$ cat config.mk
export PLATFORM = sky130hd
export DESIGN_NAME = instr_decode_stage_flat
export DESIGN_NICKNAME = d
export VERILOG_FILES = /design/src/rtl/instr_decode_stage_if.sv /design/src/rtl/instr_decode_stage.sv /design/src/flat_wrapper.sv
export SDC_FILE = /design/constraint.sdc
export NUM_CORES = 1
export LEC_CHECK = 0
export BUFFER_PORTS_ARGS = -buffer_cell sky130_fd_sc_hd__clkbuf_2
export CORE_MARGIN = 4
export CORE_UTILIZATION = 50
export CTS_BUF_LIST = sky130_fd_sc_hd__clkbuf_2
export DETAILED_ROUTE_END_ITERATION = 8
export PLACE_DENSITY = 0.88
export SLEW_MARGIN = 25
export SYNTH_ARGS = -nofsm -noshare
export SYNTH_HDL_FRONTEND = slang
export SYNTH_SLANG_ARGS = --single-unit
$ cat constraint.sdc
create_clock -name clk -period 1.62 [get_ports clk]
set_input_delay 0 -clock clk [delete_from_list [all_inputs] [get_ports clk]]
set_output_delay 0 -clock clk [all_outputs]
set_load 0.005 [all_outputs]
$ cat src/rtl/instr_decode_stage_if.sv
// Handshake and decoded-bundle bus for the instruction decode stage.
// The stage uses the slave view; whoever feeds and drains it uses master.
interface instr_decode_stage_if #(
    parameter int INSTR_W = 16,
    parameter int REG_AW  = 3,
    parameter int DATA_W  = 16,
    parameter int CNT_W   = 8
);
    logic               in_valid;
    logic               in_ready;
    logic [INSTR_W-1:0] instr;
    logic               out_valid;
    logic               out_ready;
    logic [3:0]         alu_op;
    logic [REG_AW-1:0]  addr1;
    logic [REG_AW-1:0]  addr2;
    logic [DATA_W-1:0]  imm;
    logic               use_imm;
    logic               write;
    logic               show;
    logic               illegal;
    logic [CNT_W-1:0]   illegal_cnt;

    modport master (
        output in_valid, instr, out_ready,
        input  in_ready, out_valid, alu_op, addr1, addr2, imm,
        input  use_imm, write, show, illegal, illegal_cnt
    );

    modport slave (
        input  in_valid, instr, out_ready,
        output in_ready, out_valid, alu_op, addr1, addr2, imm,
        output use_imm, write, show, illegal, illegal_cnt
    );
endinterface

$ cat src/rtl/instr_decode_stage.sv
// Registered R/I-type instruction decoder with a 2-entry skid buffer,
// synchronous flush and a saturating illegal-instruction counter.
module instr_decode_stage #(
    parameter int INSTR_W = 16,
    parameter int REG_AW  = 3,
    parameter int DATA_W  = 16,
    parameter int CNT_W   = 8
) (
    input logic clk,
    input logic rst_n,
    input logic flush,
    instr_decode_stage_if.slave bus
);
    localparam int FUNC_W = INSTR_W - 1 - 2 * REG_AW;
    localparam int IMM_W  = INSTR_W - 4 - REG_AW;

    typedef struct packed {
        logic [3:0]        alu_op;
        logic [REG_AW-1:0] addr1;
        logic [REG_AW-1:0] addr2;
        logic [DATA_W-1:0] imm;
        logic              use_imm;
        logic              write;
        logic              show;
        logic              illegal;
    } bundle_t;

    bundle_t            dec;
    bundle_t            m_q;
    bundle_t            s_q;
    logic               m_full;
    logic               s_full;
    logic [CNT_W-1:0]   cnt_q;
    logic               is_i;
    logic [FUNC_W-1:0]  func;
    logic [2:0]         op;
    logic               accept;
    logic               xfer;

    assign is_i = bus.instr[INSTR_W-1];
    assign func = bus.instr[INSTR_W-2:2*REG_AW];
    assign op   = bus.instr[INSTR_W-2:INSTR_W-4];

    always_comb begin
        dec = '0;
        if (is_i) begin
            dec.addr1 = bus.instr[INSTR_W-5 -: REG_AW];
            dec.imm   = DATA_W'($signed(bus.instr[IMM_W-1:0]));
        end else begin
            dec.addr1 = bus.instr[2*REG_AW-1:REG_AW];
            dec.addr2 = bus.instr[REG_AW-1:0];
        end
        unique case (1'b1)
            is_i && op == 3'b000: begin
                dec.alu_op  = 4'b0001;
                dec.use_imm = 1'b1;
                dec.write   = 1'b1;
            end
            is_i && op == 3'b001: begin
                dec.alu_op  = 4'b1110;
                dec.use_imm = 1'b1;
                dec.write   = 1'b1;
            end
            !is_i && func == FUNC_W'(0): begin
                dec.alu_op = 4'b0000;
            end
            !is_i && func >= FUNC_W'(1) && func <= FUNC_W'(5): begin
                dec.alu_op = 4'(func);
                dec.write  = 1'b1;
            end
            !is_i && func == FUNC_W'(18): begin
                dec.alu_op = 4'b1111;
                dec.show   = 1'b1;
            end
            default: begin
                dec.illegal = 1'b1;
            end
        endcase
    end

    assign accept = bus.in_valid & ~s_full;
    assign xfer   = m_full & bus.out_ready;

    always_ff @(posedge clk or negedge rst_n) begin
        if (!rst_n) begin
            m_full <= 1'b0;
            s_full <= 1'b0;
            m_q    <= '0;
            s_q    <= '0;
            cnt_q  <= '0;
        end else if (flush) begin
            m_full <= 1'b0;
            s_full <= 1'b0;
        end else begin
            if (xfer) begin
                if (s_full) begin
                    m_q <= s_q;
                    if (accept) begin
                        s_q <= dec;
                    end else begin
                        s_full <= 1'b0;
                    end
                end else if (accept) begin
                    m_q <= dec;
                end else begin
                    m_full <= 1'b0;
                end
            end else if (accept) begin
                if (!m_full) begin
                    m_q    <= dec;
                    m_full <= 1'b1;
                end else begin
                    s_q    <= dec;
                    s_full <= 1'b1;
                end
            end
            if (accept && dec.illegal && cnt_q != '1) begin
                cnt_q <= cnt_q + 1'b1;
            end
        end
    end

    // in_ready comes straight from the skid flag, so it is registered.
    assign bus.in_ready    = ~s_full;
    assign bus.out_valid   = m_full;
    assign bus.alu_op      = m_q.alu_op;
    assign bus.addr1       = m_q.addr1;
    assign bus.addr2       = m_q.addr2;
    assign bus.imm         = m_q.imm;
    assign bus.use_imm     = m_q.use_imm;
    assign bus.write       = m_q.write;
    assign bus.show        = m_q.show;
    assign bus.illegal     = m_q.illegal;
    assign bus.illegal_cnt = cnt_q;
endmodule
$ cat src/flat_wrapper.sv
// flat-port wrapper written by rule: the top's interface ports become plain ports
module instr_decode_stage_flat 
#(
    parameter int INSTR_W = 16,
    parameter int REG_AW  = 3,
    parameter int DATA_W  = 16,
    parameter int CNT_W   = 8
)
  (clk, rst_n, flush, bus_in_valid, bus_instr, bus_out_ready, bus_in_ready, bus_out_valid, bus_alu_op, bus_addr1, bus_addr2, bus_imm, bus_use_imm, bus_write, bus_show, bus_illegal, bus_illegal_cnt);
  instr_decode_stage_if #(.INSTR_W(INSTR_W), .REG_AW(REG_AW), .DATA_W(DATA_W), .CNT_W(CNT_W)) bus_i ();
  input logic clk;
  input logic rst_n;
  input logic flush;
  input wire logic [$bits(bus_i.in_valid)-1:0] bus_in_valid;
  input wire logic [$bits(bus_i.instr)-1:0] bus_instr;
  input wire logic [$bits(bus_i.out_ready)-1:0] bus_out_ready;
  output wire logic [$bits(bus_i.in_ready)-1:0] bus_in_ready;
  output wire logic [$bits(bus_i.out_valid)-1:0] bus_out_valid;
  output wire logic [$bits(bus_i.alu_op)-1:0] bus_alu_op;
  output wire logic [$bits(bus_i.addr1)-1:0] bus_addr1;
  output wire logic [$bits(bus_i.addr2)-1:0] bus_addr2;
  output wire logic [$bits(bus_i.imm)-1:0] bus_imm;
  output wire logic [$bits(bus_i.use_imm)-1:0] bus_use_imm;
  output wire logic [$bits(bus_i.write)-1:0] bus_write;
  output wire logic [$bits(bus_i.show)-1:0] bus_show;
  output wire logic [$bits(bus_i.illegal)-1:0] bus_illegal;
  output wire logic [$bits(bus_i.illegal_cnt)-1:0] bus_illegal_cnt;
  assign bus_i.in_valid = bus_in_valid;
  assign bus_i.instr = bus_instr;
  assign bus_i.out_ready = bus_out_ready;
  assign bus_in_ready = bus_i.in_ready;
  assign bus_out_valid = bus_i.out_valid;
  assign bus_alu_op = bus_i.alu_op;
  assign bus_addr1 = bus_i.addr1;
  assign bus_addr2 = bus_i.addr2;
  assign bus_imm = bus_i.imm;
  assign bus_use_imm = bus_i.use_imm;
  assign bus_write = bus_i.write;
  assign bus_show = bus_i.show;
  assign bus_illegal = bus_i.illegal;
  assign bus_illegal_cnt = bus_i.illegal_cnt;
  instr_decode_stage #(.INSTR_W(INSTR_W), .REG_AW(REG_AW), .DATA_W(DATA_W), .CNT_W(CNT_W)) u_core (.clk(clk), .rst_n(rst_n), .flush(flush), .bus(bus_i));
endmodule
# Yosys cells after proc, flatten, opt, wreduce, memory -nomap -nowiden
# Index checks and enable logic that the tools add are counted.
[totals]
reg_bits = 70
input_bits = 21
out_inout_bits = 40
word_cells = 86
[op_classes]
addsub = 1
magnitude_cmp = 2
n_eq_ne = 8
n_mux = 28
bitwise_logic = 4
n_reduce_logical = 24
[op_table]
columns = ["operator", "n"]
rows = [
  ["$mux 30", 9],
  ["$mux 16", 1],
  ["$pmux 4 s4", 1],
  ["$mux 1", 15],
  ["$eq 9x5->1 const B", 1],
  ["$ge 9x1->1 const B", 1],
  ["$le 9x3->1 const B", 1],
  ["$logic_not 9->1", 1],
  ["$add 8x1->8 const B", 1],
  ["$logic_and 1x1->1", 8],
  ["$ne 8x8->1 const B", 1],
  ["$mux 3", 2],
  ["$ne 3x3->1 const B", 2],
  ["$reduce_bool 2->1", 3],
  ["$reduce_bool 3->1", 2],
  ["$reduce_and 5->1", 1],
  ["$reduce_or 5->1", 1],
  ["$ne 2x2->1 const B", 2],
  ["$reduce_and 2->1", 2],
  ["$reduce_and 4->1", 1],
  ["$eq 3x1->1 const B", 1],
  ["$logic_not 3->1", 1],
  ["$reduce_and 3->1", 1],
  ["$reduce_or 3->1", 1],
  ["5 further kinds", 7],
]

# Depth between registers and ports, before layout
# Gate-level depths: netlist of the first run.
[depth]
depth_word = 8
mapped_depth = 6

# Worst setup path before layout of the first run
# Ideal clock, no wire load.
[synth_timing]
kind = "register to register"
start = "register u_core.cnt_q[0] (netlist: u_core.bus.illegal_cnt[0])"
end = "register u_core.cnt_q[1] (netlist: u_core.bus.illegal_cnt[1])"
arrival_ns = 1.457
required_time_ns = 1.495
slack_ns = 0.039
stages_incl_launch_ff = 6
path_buffers = 0
synth_period_minus_slack_ns = 1.581
cell_sequence = "dfrtp_1 ha_1 nand3_1 o21ai_1 a211oi_4 mux2_2"
[synth_via]
elab_chain_cells = 3
[synth_rtl]
columns = ["element", "line_no", "text"]
rows = [
  ["from (decl)", "instr_decode_stage.sv:33", "logic [CNT_W-1:0] cnt_q;"],
  ["from (signal assigned)", "instr_decode_stage.sv:118", "cnt_q <= cnt_q + 1'b1;"],
  ["branches (longest 3 deep; another with $add 8x1->8)", "--", ""],
]
# Several ways; the timed one is not identified.
# A chain may end at the register's enable or synchronous reset.

# Worst setup path after layout of the first run
[layout_timing]
start = "register u_core.cnt_q[1] (netlist: u_core.bus.illegal_cnt[1])"
end = "register u_core.cnt_q[1] (netlist: u_core.bus.illegal_cnt[1])"
# Same word-level chain as after synthesis.

==> tab_implementation.tex, run 1 <==
\begin{tabular}{lr}
\hline
Metric & Value \\
\hline
\multicolumn{2}{l}{\textbf{Final layout}} \\
Layout net count & 392 \\
Count of placed standard cells in the final layout, fillers left out & 441 \\
Fraction of final layout cells with drive strength greater than 1 & 26.42\% \\
Utilization after layout & 65.90\% \\
Area growth syn-to-layout & 27.31\% \\
Count of inserted antenna diode cells & 0 \\
\multicolumn{2}{l}{\textbf{GRT}} \\
Wire length of the first global-routing pass & 10.48 mm \\
Initial antenna violation count & 0 \\
Global route overflow & 0 \\
Global-route total usage across every layer & 20.47\% \\
Via count of the first global-routing pass & 2,212 \\
Maximum number of pins on one net before global-route repair & 57 \\
\multicolumn{2}{l}{\textbf{Critical path}} \\
R2R Path End & u\_core.bus.illegal\_cnt[1] \\
Reg-to-reg critical path startpoint & u\_core.bus.illegal\_cnt[1] \\
Data arrival at the endpoint of the critical path & 1.95 ns \\
Kind of capture point of the worst setup path & register \\
Critical path fanouts, max & 3 \\
Endpoint required time on the critical path & 2.00 ns \\
Critical path class & register to register \\
R2r worst-path depth & 6 \\
Reg-to-reg slack, setup & 0.06 ns \\
Startpoint kind of the worst setup timing path & register \\
\multicolumn{2}{l}{\textbf{Status}} \\
Status & finished, final reports clean \\
\multicolumn{2}{l}{\textbf{Synthesis}} \\
Share of flip-flops with an asynchronous set or reset after synthesis & 100.0\% \\
Most common library cells after synthesis & sky130\_fd\_sc\_hd\_\_nand2\_1, sky130\_fd\_sc\_hd\_\_dfrtp\_1, sky130\_fd\_sc\_hd\_\_o21ai\_0 \\
Most common flop cell mapped by yosys & sky130\_fd\_sc\_hd\_\_dfrtp\_1 \\
Synth warnings & 0 \\
Part of the Yosys area used for sequential elements & 53.01\% \\
Syn Inst Count & 286 \\
Number of flip-flops and latches in the synthesized netlist & 56 \\
Most frequently used cell type in the post-synthesis netlist & sky130\_fd\_sc\_hd\_\_nand2\_1 \\
Syn avg cell area & 9.244 um\^{}2 \\
Cell Area, Synth & 2644 um\^{}2 \\
Net count of the mapped netlist & 308 \\
Top-area cell type share of the netlist area & 53.01\% \\
Cell type with the largest total area after synthesis & sky130\_fd\_sc\_hd\_\_dfrtp\_1 \\
Post-synth EDFFs & 0 \\
Number of distinct library cells after synthesis & 42 \\
Ranking of synthesized cells by area & sky130\_fd\_sc\_hd\_\_dfrtp\_1, sky130\_fd\_sc\_hd\_\_nand2\_1, sky130\_fd\_sc\_hd\_\_o21ai\_0, sky130\_fd\_sc\_hd\_\_a21oi\_1, sky130\_fd\_sc\_hd\_\_nor2\_1 \\
\multicolumn{2}{l}{\textbf{Floorplanning}} \\
Die span in y & 80.72 um \\
Number of top-level pins & 61 \\
X dimension of the die & 80.72 um \\
Total number of placement rows & 26 \\
Initial cell density of the core & 51.76\% \\
Die Footprint & 6515 um\^{}2 \\
Core area & 5107 um\^{}2 \\
\multicolumn{2}{l}{\textbf{Detailed routing}} \\
Total number of vias & 2,301 \\
Avg WL per Cell & 13.89 um \\
Routed Antenna Nets & 0 \\
Length of the first detailed-routing pass in iterations & 4 \\
Via density per instance & 5.218 \\
\# DRC & 0 \\
Initial DRC count & 213 \\
Total wirelength of the detailed-routed design & 6.125 mm \\
\multicolumn{2}{l}{\textbf{Timing}} \\
Transition time at the pin with the least slew margin & 0.5008 ns \\
Minimum clock period after layout & 1.562 ns \\
Final hold violation count & 0 \\
Fin worst setup slack & 0.05793 ns \\
Max Clock Freq & 0.6402 GHz \\
Pins Over Slew Limit & 0 \\
Unrepaired setup endpoints after global routing & yes \\
Worst hold margin & 0.01352 ns \\
Total setup violations reported at the end of the flow & 0 \\
Final setup skew & 0.02133 ns \\
Slew headroom & 66.16\% \\
Final Cycle Share & 96.42\% \\
\multicolumn{2}{l}{\textbf{Clock tree}} \\
TritonCTS sink count & 56 \\
Root cell of the clock tree & sky130\_fd\_sc\_hd\_\_clkbuf\_2 \\
Level count of the clock H-tree & 2 \\
Clock slew seen by the registers of the worst setup and hold paths & 0.31 ns \\
Number of CTS-inserted buffers & 5 \\
Skew-Pair Late Insertion Delay & 0.47 ns \\
Buffers from clock root to sink, at most & 2 \\
Clock tree from TritonCTS & yes \\
\multicolumn{2}{l}{\textbf{Placement}} \\
Worst Setup Slack post-DPL & -0.1151 ns \\
DP Wirelength & 4.107 mm \\
PortBufs & 60 \\
Final weighted congestion of routability-driven global placement & 0.8875 \\
Total placed cells including tap cells & 406 \\
\multicolumn{2}{l}{\textbf{Job}} \\
Max-cap violations & 0 \\
\multicolumn{2}{l}{\textbf{Power and ir drop}} \\
Power density of the placed cells & 956.8 nW/um\^{}2 \\
Leakage & 1.679 nW \\
Largest vdd supply drop & 565.9 uV \\
\multicolumn{2}{l}{\textbf{Hold path}} \\
Type of the most critical hold path & primary input to asynchronous set/reset pin \\
\hline
\end{tabular}
[cell usage in the layout, fill, tap and decap left out, types with 5 or more instances in the layout]
cell type	synthesis	final
sky130_fd_sc_hd__a21oi_1	25	25
sky130_fd_sc_hd__buf_4	7	12
sky130_fd_sc_hd__clkbuf_2	0	65
sky130_fd_sc_hd__dfrtp_1	56	56
sky130_fd_sc_hd__dlygate4sd3_1	0	22
sky130_fd_sc_hd__nand2_1	57	57
sky130_fd_sc_hd__nor2_1	21	21
sky130_fd_sc_hd__o21ai_0	40	37
sky130_fd_sc_hd__o21ai_1	6	8
sky130_fd_sc_hd__xnor2_1	5	5
[metrics by stage]
step	power, W	TNS, ns	instance area [um^2]
global placement	0.002507	0	3035
floorplan	0.002177	0	2644
CTS	0.003205	0	3349
finish	0.003220	0	3366
detailed placement	0.002547	-0.2170	3035
global route	0.003451	-0.003752	3366
[registers in the layout, indices dropped and copies added (netlist names)]
| register | count |
|---|---|
| u_core.bus.alu_op | 4 |
| u_core.bus.write | 1 |
| u_core.bus.addr1 | 3 |
| u_core.bus.out_valid | 1 |
| u_core.s_full | 1 |
| u_core.bus.show | 1 |
| u_core.bus.illegal | 1 |
| u_core.bus.addr2 | 3 |
| u_core.bus.use_imm | 1 |
| u_core.s_q | 23 |
| u_core.bus.imm | 9 |
| u_core.bus.illegal_cnt | 8 |
[cell type report]
type | instances | area, um^2
clock inverter | 3 | 27.53
timing repair buffer | 98 | 681.9
tap | 70 | 87.58
fill | 409 | 1742
sequential | 56 | 1401
inverter | 4 | 15.01
multi-input combinational | 205 | 1127
clock buffer | 5 | 25.02
[metal layers]
layer	GRT usage [%]	wire [um]	up-vias
li1	-	-	1139
met1	28.00	2651	1076
met2	32.20	2965	76
met3	4.260	402	10
met4	7.601	105	0
met5	0	0	-
[critical path, cell delays in order, from the launching register on]
cell and delay, ns:
sky130_fd_sc_hd__dfrtp_1 0.46, sky130_fd_sc_hd__ha_2 0.19, sky130_fd_sc_hd__nand3_2 0.08, sky130_fd_sc_hd__o21ai_2 0.07, sky130_fd_sc_hd__a211oi_4 0.21, sky130_fd_sc_hd__buf_4 0.16
sky130_fd_sc_hd__mux2_2 0.32
[worst max-delay path by stage]
stage / cells after the start / end / from
final: 6 / u_core.bus.illegal_cnt[1] / u_core.bus.illegal_cnt[1]
after global routing: 6 / u_core.bus.alu_op[0] / u_core.s_full
after CTS: 5 / u_core.bus.illegal_cnt[1] / u_core.s_full
after detailed placement: 5 / u_core.bus.illegal_cnt[4] / u_core.s_full
after global placement: 4 / u_core.bus.illegal_cnt[1] / u_core.s_full
after floorplan: 5 / u_core.bus.illegal_cnt[1] / u_core.bus.illegal_cnt[0]
[where the power goes]
group | switching (W) | internal (W)
sequential | 0.000178 | 0.00163
combinational | 0.000393 | 0.000428
clock | 0.000468 | 0.000121
[kinds of logic after synthesis]
| logic type | after synthesis | share of synthesized area [%] |
|---|---|---|
| buffers and inverters | 25 | 4.969 |
| adders and majority gates | 1 | 0.4732 |
| AOI/OAI and AO/OA | 86 | 18.41 |
| DFF | 56 | 53.01 |
| xor gates and xnor gates | 7 | 2.319 |
| and+or+nand+nor | 106 | 18.84 |
| muxes | 5 | 1.988 |
[what timing repair did]
action | in CTS | in global routing
hold buffers | 22 | 0
hold endpoints to repair | 92 | 0
gates resized for setup | 3 | 5
buffers inserted | 4 | 1
setup endpoints to repair | 5 | 19
pin swaps | 1 | 2
cloned | 0 | 0
No activity file was read; power rests on OpenSTA's default activity.
==> run 2, diff against run 1 <==
Settings changed: BUFFER_PORTS_ARGS -buffer_cell sky130_fd_sc_hd__clkbuf_2 to -buffer_cell sky130_fd_sc_hd__buf_2, CORE_UTILIZATION 50 to 56, PLACE_DENSITY 0.88 to 0.92.
Clock period 1.62 ns to 1.5 ns, I/O delays scaled along.
==> tab_implementation.tex, run 2 (same netlist as run 1, synthesis figures left out) <==
\begin{tabular}{lr}
\hline
Metric & Value \\
\hline
\multicolumn{2}{l}{\textbf{Detailed routing}} \\
Initial DRC count & 403 \\
Routed Antenna Nets & 0 \\
Via density per instance & 5.813 \\
Avg WL per Cell & 16.09 um \\
Total wirelength of the detailed-routed design & 6.982 mm \\
\# DRC & 0 \\
Length of the first detailed-routing pass in iterations & 5 \\
Total number of vias & 2,523 \\
\multicolumn{2}{l}{\textbf{Critical path}} \\
Startpoint kind of the worst setup timing path & register \\
Reg-to-reg slack, setup & -0.06 ns \\
Critical path fanouts, max & 4 \\
Critical path's slowest cell & sky130\_fd\_sc\_hd\_\_dfrtp\_1 \\
Slowest Stage Delay on Critical Path & 0.46 ns \\
Crit-path leading delay family & flip-flops \\
Endpoint required time on the critical path & 1.87 ns \\
Total buffers and inverters traversed by the critical path & 1 \\
Critical path class & register to register \\
Data arrival at the endpoint of the critical path & 1.94 ns \\
Kind of capture point of the worst setup path & register \\
Critical path, cell by cell & ha\_2 > nand3\_2 > o21ai\_2 > a211oi\_4 > buf\_4 > mux2\_4 \\
\multicolumn{2}{l}{\textbf{Timing}} \\
Max Clock Freq & 0.6400 GHz \\
Total Negative Setup Slacks & -0.2066 ns \\
Unrepaired setup endpoints after global routing & yes \\
Minimum clock period after layout & 1.562 ns \\
Transition time at the pin with the least slew margin & 0.5321 ns \\
Final hold violation count & 0 \\
Final setup skew & 0.03059 ns \\
Final Cycle Share & 104.2\% \\
Worst hold margin & 0.3548 ns \\
Fin worst setup slack & -0.06243 ns \\
Pins Over Slew Limit & 0 \\
Total setup violations reported at the end of the flow & 7 \\
Slew headroom & 64.52\% \\
\multicolumn{2}{l}{\textbf{GRT}} \\
Global-route total usage across every layer & 22.91\% \\
Initial antenna violation count & 0 \\
Maximum number of pins on one net before global-route repair & 40 \\
Via count of the first global-routing pass & 2,240 \\
Global route overflow & 0 \\
Wire length of the first global-routing pass & 10.78 mm \\
\multicolumn{2}{l}{\textbf{Floorplanning}} \\
Core area & 4474 um\^{}2 \\
Number of top-level pins & 61 \\
Total number of placement rows & 24 \\
Initial cell density of the core & 59.09\% \\
X dimension of the die & 76.71 um \\
Die span in y & 76.71 um \\
Die Footprint & 5884 um\^{}2 \\
\multicolumn{2}{l}{\textbf{Final layout}} \\
Top library cells by usage in the layout, fill and taps aside & sky130\_fd\_sc\_hd\_\_buf\_2, sky130\_fd\_sc\_hd\_\_dfrtp\_1, sky130\_fd\_sc\_hd\_\_nand2\_1 \\
Biggest register & u\_core.s\_q \\
Fraction of final layout cells with drive strength greater than 1 & 29.84\% \\
Area growth syn-to-layout & 33.27\% \\
Commonest non-fill, non-tap cell in the layout & sky130\_fd\_sc\_hd\_\_buf\_2 \\
Layout net count & 403 \\
Number of flip-flops under the largest register name & 23 \\
Count of inserted antenna diode cells & 0 \\
Count of placed standard cells in the final layout, fillers left out & 434 \\
Filler Cells Inserted & 261 \\
\multicolumn{2}{l}{\textbf{Status}} \\
Status & finished with violations \\
Violations in the final reports & negative setup slack \\
\multicolumn{2}{l}{\textbf{Clock tree}} \\
Buffers from clock root to sink, at most & 2 \\
Number of CTS-inserted buffers & 5 \\
TritonCTS sink count & 56 \\
Clock tree from TritonCTS & yes \\
Clock slew seen by the registers of the worst setup and hold paths & 0.26 ns \\
Root cell of the clock tree & sky130\_fd\_sc\_hd\_\_clkbuf\_2 \\
Level count of the clock H-tree & 2 \\
Skew-Pair Late Insertion Delay & 0.47 ns \\
\multicolumn{2}{l}{\textbf{Job}} \\
Max-cap violations & 0 \\
\multicolumn{2}{l}{\textbf{Placement}} \\
PortBufs & 60 \\
Final weighted congestion of routability-driven global placement & 0.8320 \\
Total placed cells including tap cells & 396 \\
DP Wirelength & 4.387 mm \\
Worst Setup Slack post-DPL & -0.1243 ns \\
\multicolumn{2}{l}{\textbf{Power and ir drop}} \\
Leakage & 1.770 nW \\
Power density of the placed cells & 1060 nW/um\^{}2 \\
Largest vdd supply drop & 898.7 uV \\
Total Power & 0.003735 W \\
\multicolumn{2}{l}{\textbf{Hold path}} \\
Type of the most critical hold path & primary input to register \\
\hline
\end{tabular}
[run 2: cell count changes in the layout (fill, tap and decap cells not counted), moves of 2 or more]
cell / previous run / this run
sky130_fd_sc_hd__nand2_1: 57 / 55
sky130_fd_sc_hd__o21ai_1: 8 / 17
sky130_fd_sc_hd__o21ai_0: 37 / 27
sky130_fd_sc_hd__clkbuf_2: 65 / 6
sky130_fd_sc_hd__buf_4: 12 / 18
sky130_fd_sc_hd__a21oi_1: 25 / 23
sky130_fd_sc_hd__dlygate4sd3_1: 22 / 25
sky130_fd_sc_hd__a21oi_2: 0 / 2
sky130_fd_sc_hd__buf_2: 0 / 60
sky130_fd_sc_hd__nand2_2: 1 / 3
[run 2: layout make-up]
| type | count | area [um^2] | area share [%] |
|---|---|---|---|
| Multi-Input combinational cell | 205 | 1171 | 33.24 |
| Tap cell | 52 | 65.06 | 1.847 |
| Clock inverter | 2 | 38.79 | 1.101 |
| Inverter | 4 | 15.01 | 0.4261 |
| Sequential cell | 56 | 1401 | 39.77 |
| Timing Repair Buffer | 109 | 802.0 | 22.76 |
| Clock buffer | 6 | 30.03 | 0.8523 |
[run 2: worst register-to-register path, delay by kind of cell (launching register included)]
family                   cells  cell delay (ns)
buffers and inverters        1             0.17
flip-flops                   1             0.46
adder cells (fa/ha/maj)      1             0.20
AND/OR/NAND/NOR              1             0.06
multiplexers                 1             0.29
AO/OA/AOI/OAI                2             0.31
[run 2: path summary, 6_finish.rpt]
kind / startpoint / end / cells past startpoint
setup reg to reg: u_core.bus.illegal_cnt[0] / u_core.bus.illegal_cnt[1] / 6
max in group asynchronous: rst_n / u_core.s_q[26] / 4
setup / recovery: u_core.bus.illegal_cnt[0] / u_core.bus.illegal_cnt[1] / 6
min in group asynchronous: rst_n / u_core.s_q[10] / 3
hold / removal: flush / u_core.s_full / 3
hold reg to reg: u_core.s_q[20] / u_core.s_q[20] / 2
[run 2: per-stage QoR]
step	utilization [%]	cell area, um^2
2_1_floorplan	-	2664
3_3_place_gp	69.41	3105
3_5_place_dp	69.41	3105
4_1_cts	77.38	3462
5_1_grt	78.75	3523
6_report	78.75	3523
[run 2: what timing repair did]
action | 4_1_cts | 5_1_grt
hold buffers | 24 | 1
pin swaps | 6 | 2
endpoints found under the setup margin | 28 | 43
setup buffers | 3 | 2
endpoints found under the hold margin | 89 | 13
gates resized for setup | 11 | 14
gates cloned | 0 | 1
[run 2: metal layers]
| layer | up-vias | track usage [%] | wire (um) |
|---|---|---|---|
| met2 | 134 | 38.33 | 3375 |
| met5 | - | 0 | 0 |
| met1 | 1197 | 29.49 | 2929 |
| met3 | 20 | 5.269 | 515 |
| met4 | 0 | 7.428 | 161 |
| li1 | 1172 | - | - |
[run 2: power breakdown]
group          total (W)  internal (W)  switching (W)
Clock           0.000780      0.000295       0.000484
Sequential       0.00193       0.00176       0.000166
Combinational    0.00103      0.000517       0.000510
Total            0.00374       0.00258        0.00116
